`src/rtl/oam_dma_pkg.sv`:
```
// rtl/oam_dma_pkg.sv - shared states and constants for the sprite DMA engine
package oam_dma_pkg;

  typedef enum logic [2:0] {
    ST_IDLE,
    ST_HALT,
    ST_ALIGN,
    ST_READ,
    ST_WRITE
  } state_e;

  localparam logic [15:0] OAM_DMA_ADDR   = 16'h4014;
  localparam logic [2:0]  RI_SEL_OAMDATA = 3'h4;
  localparam int          OAM_DMA_LEN    = 256;
  localparam logic [7:0]  LAST_INDEX     = 8'(OAM_DMA_LEN - 1);

endpackage

```
`src/rtl/oam_dma_ri_wr_strobe.sv`:
```
// rtl/oam_dma_ri_wr_strobe.sv - one-CPU-cycle write strobe toward the PPU register interface
module ri_wr_strobe
  import oam_dma_pkg::*;
(
  input  logic       clk_in,
  input  logic       rst_in,
  input  logic       ce_in,
  input  logic       req_in,
  input  logic [7:0] data_in,
  output logic       ncs_out,
  output logic       r_nw_out,
  output logic [2:0] sel_out,
  output logic [7:0] d_out
);

  logic       ncs_q, ncs_d;
  logic       r_nw_q, r_nw_d;
  logic [2:0] sel_q, sel_d;
  logic [7:0] d_q, d_d;

  // Each CPU cycle either carries one write or idles with ncs high; a request
  // arriving while ncs is already low is held off so the PPU always sees a fresh edge.
  always_comb begin
    ncs_d  = ncs_q;
    r_nw_d = r_nw_q;
    sel_d  = sel_q;
    d_d    = d_q;
    if (ce_in) begin
      if (req_in && ncs_q) begin
        ncs_d  = 1'b0;
        r_nw_d = 1'b0;
        sel_d  = RI_SEL_OAMDATA;
        d_d    = data_in;
      end else begin
        ncs_d  = 1'b1;
        r_nw_d = 1'b1;
      end
    end
  end

  // Strobe registers; reset forces the bus released immediately.
  always_ff @(posedge clk_in or posedge rst_in) begin
    if (rst_in) begin
      ncs_q  <= 1'b1;
      r_nw_q <= 1'b1;
      sel_q  <= 3'h0;
      d_q    <= 8'h00;
    end else begin
      ncs_q  <= ncs_d;
      r_nw_q <= r_nw_d;
      sel_q  <= sel_d;
      d_q    <= d_d;
    end
  end

  assign ncs_out  = ncs_q;
  assign r_nw_out = r_nw_q;
  assign sel_out  = sel_q;
  assign d_out    = d_q;

endmodule

```
`src/rtl/oam_dma.sv`:
```
// rtl/oam_dma.sv - sprite DMA engine for 0x4014; OAM_DMA_ALIGN_EN adds odd-cycle alignment
module oam_dma
  import oam_dma_pkg::*;
(
  input  logic        clk_in,
  input  logic        rst_in,
  input  logic        cpu_ce_in,
  input  logic [15:0] cpu_a_in,
  input  logic [7:0]  cpu_d_in,
  input  logic        cpu_r_nw_in,
  input  logic [7:0]  mem_d_in,
  output logic        cpu_rdy_out,
  output logic [15:0] mem_a_out,
  output logic        mem_rd_out,
  output logic        ri_ncs_out,
  output logic        ri_r_nw_out,
  output logic [2:0]  ri_sel_out,
  output logic [7:0]  ri_d_out,
  output logic        active_out
);

  state_e      state_q, state_d;
  logic [7:0]  page_q, page_d;
  logic [7:0]  index_q, index_d;
  logic        rdy_q, rdy_d;
  logic        active_q, active_d;
  logic        mem_rd_q, mem_rd_d;
  logic [15:0] mem_a_q, mem_a_d;
  logic        wr_req;
  logic        trigger;

  assign trigger = ~cpu_r_nw_in && (cpu_a_in == OAM_DMA_ADDR);

`ifdef OAM_DMA_ALIGN_EN
  logic parity_q, parity_d;

  // Parity tracks CPU cycle odd/even from reset.
  always_comb begin
    parity_d = parity_q;
    if (cpu_ce_in) parity_d = ~parity_q;
  end

  // Parity register.
  always_ff @(posedge clk_in or posedge rst_in) begin
    if (rst_in) parity_q <= 1'b0;
    else        parity_q <= parity_d;
  end
`endif

  // Next state and registered outputs; outputs are computed from the state being
  // entered so they hold steady for the whole CPU cycle that follows.
  always_comb begin
    state_d  = state_q;
    page_d   = page_q;
    index_d  = index_q;
    rdy_d    = rdy_q;
    active_d = active_q;
    mem_rd_d = mem_rd_q;
    mem_a_d  = mem_a_q;
    wr_req   = 1'b0;
    if (cpu_ce_in) begin
      case (state_q)
        ST_IDLE: begin
          if (trigger) begin
            state_d  = ST_HALT;
            page_d   = cpu_d_in;
            index_d  = 8'h00;
            rdy_d    = 1'b0;
            active_d = 1'b1;
          end
        end
        ST_HALT: begin
`ifdef OAM_DMA_ALIGN_EN
          if (parity_q) begin
            state_d = ST_ALIGN;
          end else begin
            state_d  = ST_READ;
            mem_rd_d = 1'b1;
            mem_a_d  = {page_q, index_q};
          end
`else
          state_d  = ST_READ;
          mem_rd_d = 1'b1;
          mem_a_d  = {page_q, index_q};
`endif
        end
`ifdef OAM_DMA_ALIGN_EN
        ST_ALIGN: begin
          state_d  = ST_READ;
          mem_rd_d = 1'b1;
          mem_a_d  = {page_q, index_q};
        end
`endif
        ST_READ: begin
          state_d  = ST_WRITE;
          mem_rd_d = 1'b0;
          wr_req   = 1'b1;
        end
        ST_WRITE: begin
          if (index_q == LAST_INDEX) begin
            state_d  = ST_IDLE;
            rdy_d    = 1'b1;
            active_d = 1'b0;
          end else begin
            index_d  = index_q + 8'd1;
            state_d  = ST_READ;
            mem_rd_d = 1'b1;
            mem_a_d  = {page_q, index_q + 8'd1};
          end
        end
        default: state_d = ST_IDLE;
      endcase
    end
  end

  // Engine state and bus-side output registers.
  always_ff @(posedge clk_in or posedge rst_in) begin
    if (rst_in) begin
      state_q  <= ST_IDLE;
      page_q   <= 8'h00;
      index_q  <= 8'h00;
      rdy_q    <= 1'b1;
      active_q <= 1'b0;
      mem_rd_q <= 1'b0;
      mem_a_q  <= 16'h0000;
    end else begin
      state_q  <= state_d;
      page_q   <= page_d;
      index_q  <= index_d;
      rdy_q    <= rdy_d;
      active_q <= active_d;
      mem_rd_q <= mem_rd_d;
      mem_a_q  <= mem_a_d;
    end
  end

  // The strobe's data register doubles as the byte latch between READ and WRITE.
  ri_wr_strobe u_strobe (
    .clk_in  (clk_in),
    .rst_in  (rst_in),
    .ce_in   (cpu_ce_in),
    .req_in  (wr_req),
    .data_in (mem_d_in),
    .ncs_out (ri_ncs_out),
    .r_nw_out(ri_r_nw_out),
    .sel_out (ri_sel_out),
    .d_out   (ri_d_out)
  );

  assign cpu_rdy_out = rdy_q;
  assign active_out  = active_q;
  assign mem_rd_out  = mem_rd_q;
  assign mem_a_out   = mem_a_q;

endmodule

```
`config.mk`:
```
export PLATFORM = sky130hd
export DESIGN_NAME = oam_dma
export DESIGN_NICKNAME = d
export VERILOG_FILES = /design/src/rtl/oam_dma_pkg.sv /design/src/rtl/oam_dma_ri_wr_strobe.sv /design/src/rtl/oam_dma.sv
export SDC_FILE = /design/constraint.sdc
export NUM_CORES = 1
export LEC_CHECK = 0
export BUFFER_PORTS_ARGS = -buffer_cell sky130_fd_sc_hd__buf_2
export CAP_MARGIN = 20
export CORE_MARGIN = 2
export CORE_UTILIZATION = 55
export CTS_CLUSTER_DIAMETER = 120
export CTS_CLUSTER_SIZE = 25
export DETAILED_ROUTE_END_ITERATION = 16
export GPL_TIMING_DRIVEN = 0
export PLACE_DENSITY = 0.93
export RECOVER_POWER = 50
export REMOVE_ABC_BUFFERS = 1
export SYNTH_ARGS = -nofsm -noshare
export SYNTH_HDL_FRONTEND = slang
export SYNTH_SLANG_ARGS = --single-unit
```
`constraint.sdc`:
```
create_clock -name clk_in -period 4.3 [get_ports clk_in]
set_clock_uncertainty 0.2 [all_clocks]
set_input_delay 0.86 -clock clk_in [delete_from_list [all_inputs] [get_ports clk_in]]
set_output_delay 0.86 -clock clk_in [all_outputs]
set_load 0.02 [all_outputs]
```
==> out/qor.txt <==
========================================================================================================
Worst Path Required                                                                              4.29 ns
Worst Path Buf+Inv                                                                                     1
Routed wirelength normalized by instance count                                                   15.6 µm
Post-synthesis instance area                                                                    2310 µm²
Post-layout net count                                                                                286
Number of slew-limit violations in the final report                                                   39
Static power due to leakage                                                                      1.39 nW
Final cell count without fillers                                                                     299
Final critical-path required period                                                              3.00 ns
Global-route wire length before repair                                                           7830 µm
Setup_tns                                                                                           0 ns
TritonCTS clock tree                                                                               built
Endpoints failing hold                                                                                 0
Area leader, netlist                                                                        sky130_fd_sc_hd__dfrtp_1
Timing-limited maximum frequency                                                               0.334 GHz
Standard-cell rows                                                                                    23
Area growth from synthesis to layout                                                               18.2%
Number of filler cells placed in the layout                                                          317
TritonCTS Buffers                                                                                      5
Pin count of the biggest net entering global routing                                                  39
Number of resized instances in the post-cts repair step                                                0
Effective utilization at floorplan                                                                 57.4%
Number of cells traversed by the worst register-to-register path                                       6
Worst hold margin                                                                               0.271 ns
Failing checks                                                                              capacitance limit, slew limit
Number of buffers between clock root and the deepest sink                                              2
Tightest Pin Transition                                                                          1.97 ns
End of the critical path                                                                    mem_a_out[14]$_DFFE_PP0P_
Worst voltage drop across the vdd grid                                                            303 µV
Proportion of synthesized flip-flops having asynchronous set or reset                               100%
Die Height                                                                                       68.8 µm
Commonest cells after routing, fill and taps aside                                          sky130_fd_sc_hd__buf_2 (51), sky130_fd_sc_hd__dfrtp_1 (46), sky130_fd_sc_hd__mux2_2 (25)
Global route total overflow                                                                            0
Number of H-tree levels                                                                                2
Kind of path behind the tightest hold check                                                 register to register
Cells after Synth                                                                                    185
Source-to-sink clock delay at the later pin of the worst-skew pair                               0.31 ns
Startpoint type of the worst setup path                                                       input port
Hold-fix buffers at CTS                                                                                0
Most common cell after layout, fill and taps aside                                          sky130_fd_sc_hd__buf_2
Nature of the critical path endpoint                                                            register
Path length in cells of the critical path                                                              6
Number of enable-type register cells in the synthesized netlist                                        0
Clock sink count                                                                                      48
Number of buffers inserted by port buffering                                                          65
Number of design-rule violations left by the first detailed-router iteration                         138
Global router's overall resource usage                                                             23.0%
Max-cap violations                                                                                     1
HPWL Detailed                                                                                    3400 µm
Antenna cells                                                                                          0
Placed cell count                                                                                    291
Sequential element share of the synthesized area                                                   52.1%
Setup repair after global routing missed its margin                                                false
Largest stage delay on the critical path                                                         0.84 ns
Root buffer cell                                                                            sky130_fd_sc_hd__clkbuf_8
Via density                                                                                         5.61
Floorplan Core Area                                                                             4030 µm²
Sum of internal, switching and leakage power                                                     1.35 mW
Number of I/O pins                                                                                    68
Critical Path Fanout Max                                                                              17
Cell with the biggest individual delay on the critical path                                 sky130_fd_sc_hd__nor3_4
Result of the run                                                                           finished with violations
Reg-to-Reg Start                                                                            index_q[0]$_DFFE_PP0P_
DRC violations left                                                                                    0
Total of flip-flops plus latches after synthesis                                                      48
Critical register-to-register path endpoint                                                 mem_a_out[14]$_DFFE_PP0P_
Final setup violation count                                                                            0
Number of antenna violations at the first check in global routing                                      0
Post-CTS clock slew at the launch and capture registers of the worst setup and hold paths        0.08 ns
Most used flip-flop cell after synthesis                                                    sky130_fd_sc_hd__dfrtp_1
Share of the synthesized area in the top cell type                                                 49.8%
Number of warnings reported in the yosys synthesis log                                                 0
Final Core Density                                                                                 67.8%
1st-pass router iterations                                                                             4
Post-CTS Setup Inserts                                                                                 0
R2r setup slk                                                                                    1.39 ns
Crit Path Category                                                                          input port to register
Synth area leaders                                                                          sky130_fd_sc_hd__dfrtp_1 (50%), sky130_fd_sc_hd__mux2_2 (12%), sky130_fd_sc_hd__mux2_4 (5.2%)
Power density over the cells                                                                  494 nW/µm²
Layout cell share with drive strength beyond 1                                                     42.6%
Wire length after detailed routing                                                               4680 µm
Total die area                                                                                  4740 µm²
Overall die width                                                                                68.8 µm
Routability congestion estimate from global placement                                              0.887
DRT antenna net count                                                                                  0
Via count of the first global-routing pass                                                          1682
Origin of the worst setup path                                                               cpu_a_in[5]
Cell type group with the largest total delay on the critical path                           simple AND/OR/NAND/NOR gates
Sequence of cells on the critical path                                                      buf_2 > nor4b_1 > and4b_4 > a21oi_1 > nor3_4 > mux2_2
Mean instance size in the synthesized netlist                                                   12.5 µm²
Period utilisation layout                                                                          69.7%
Number of vias after detailed routing                                                               1678
Cell variety after synth                                                                              50
Max-slew headroom                                                                                 -31.0%
Worst EP arrival                                                                                 2.99 ns
========================================================================================================
==> through the flow <==
step | cell area, µm² | worst slack, ns
floorplan | 2240 | 1.45
global placement | 2630 | 1.08
detailed placement | 2650 | 1.04
CTS | 2780 | 1.36
global route | 2730 | 0.828
finish | 2730 | 1.30
==> cells in the mapped netlist (3+ instances only) <==
| master | n |
|---|---|
| sky130_fd_sc_hd__dfrtp_1 | 46 |
| sky130_fd_sc_hd__xor2_1 | 4 |
| sky130_fd_sc_hd__a21o_1 | 3 |
| sky130_fd_sc_hd__nor2_1 | 8 |
| sky130_fd_sc_hd__o31ai_1 | 4 |
| sky130_fd_sc_hd__mux2_2 | 25 |
| sky130_fd_sc_hd__mux2_4 | 8 |
| sky130_fd_sc_hd__buf_4 | 3 |
| sky130_fd_sc_hd__o21ai_0 | 10 |
| sky130_fd_sc_hd__inv_1 | 6 |
| sky130_fd_sc_hd__nand3_1 | 3 |
| sky130_fd_sc_hd__nand2_1 | 11 |
| sky130_fd_sc_hd__clkbuf_1 | 5 |
==> power by group <==
part	internal (mW)	switching (mW)	total [mW]
Combinational	0.167	0.234	0.400
Clock	0.205	0.148	0.353
Sequential	0.526	0.0705	0.597
Total	0.898	0.452	1.35
==> layout make-up <==
class / instances / area (µm²) / share of cell area, %
Clock buffer: 7 / 96.3 / 3.53
Clock inverter: 1 / 30.0 / 1.10
Inverter: 6 / 22.5 / 0.824
Multi-Input combinational cell: 121 / 1010 / 36.8
Sequential cell: 48 / 1200 / 44.0
Tap cell: 50 / 62.6 / 2.29
Timing Repair Buffer: 66 / 312 / 11.4
==> how the worst min path moves through the flow <==
stage | from | to | slack (ns) | cells after the start
6_report | u_strobe.sel_out[2]$_DFFE_PP0P_ | u_strobe.sel_out[2]$_DFFE_PP0P_ | 0.27 | 1
5_1_grt | u_strobe.sel_out[2]$_DFFE_PP0P_ | u_strobe.sel_out[2]$_DFFE_PP0P_ | 0.31 | 1
4_1_cts | rst_in | u_strobe.sel_out[2]$_DFFE_PP0P_ | 0.27 | 2
3_5_place_dp | u_strobe.sel_out[2]$_DFFE_PP0P_ | u_strobe.sel_out[2]$_DFFE_PP0P_ | 0.25 | 1
3_3_place_gp | u_strobe.sel_out[2]$_DFFE_PP0P_ | u_strobe.sel_out[2]$_DFFE_PP0P_ | 0.25 | 1
2_1_floorplan | page_q[0]$_DFFE_PP0P_ | page_q[0]$_DFFE_PP0P_ | 0.27 | 1
==> cell families after synthesis <==
group | synth area share, %
AO/OA/AOI/OAI | 10.4
XOR/XNOR | 2.27
adder cells (fa/ha/maj) | 1.08
buffers and inverters | 4.06
flip-flops | 52.1
multiplexers | 17.8
other | 0.162
AND/OR/NAND/NOR | 12.1
==> state kept, by name, indices dropped and copies added (netlist names) <==
register          cells
mem_a_out            16
index_q               8
u_strobe.d_out        8
u_strobe.sel_out      1
cpu_rdy_out           1
page_q                8
u_strobe.ncs_out      1
mem_rd_out            1
active_out            1
state_q               3
==> routing by layer <==
| layer | GRT usage, % | share of wire [%] | wire length [µm] | up-vias |
|---|---|---|---|---|
| met5 | 0 | 0 | 0 | - |
| met4 | 10.0 | 2.2 | 105 | 0 |
| met3 | 7.63 | 7.7 | 360 | 10 |
| met2 | 36.8 | 51 | 2360 | 66 |
| met1 | 28.6 | 40 | 1850 | 819 |
| li1 | - | - | - | 783 |
Note: power is estimated with default switching activity, not from simulation.
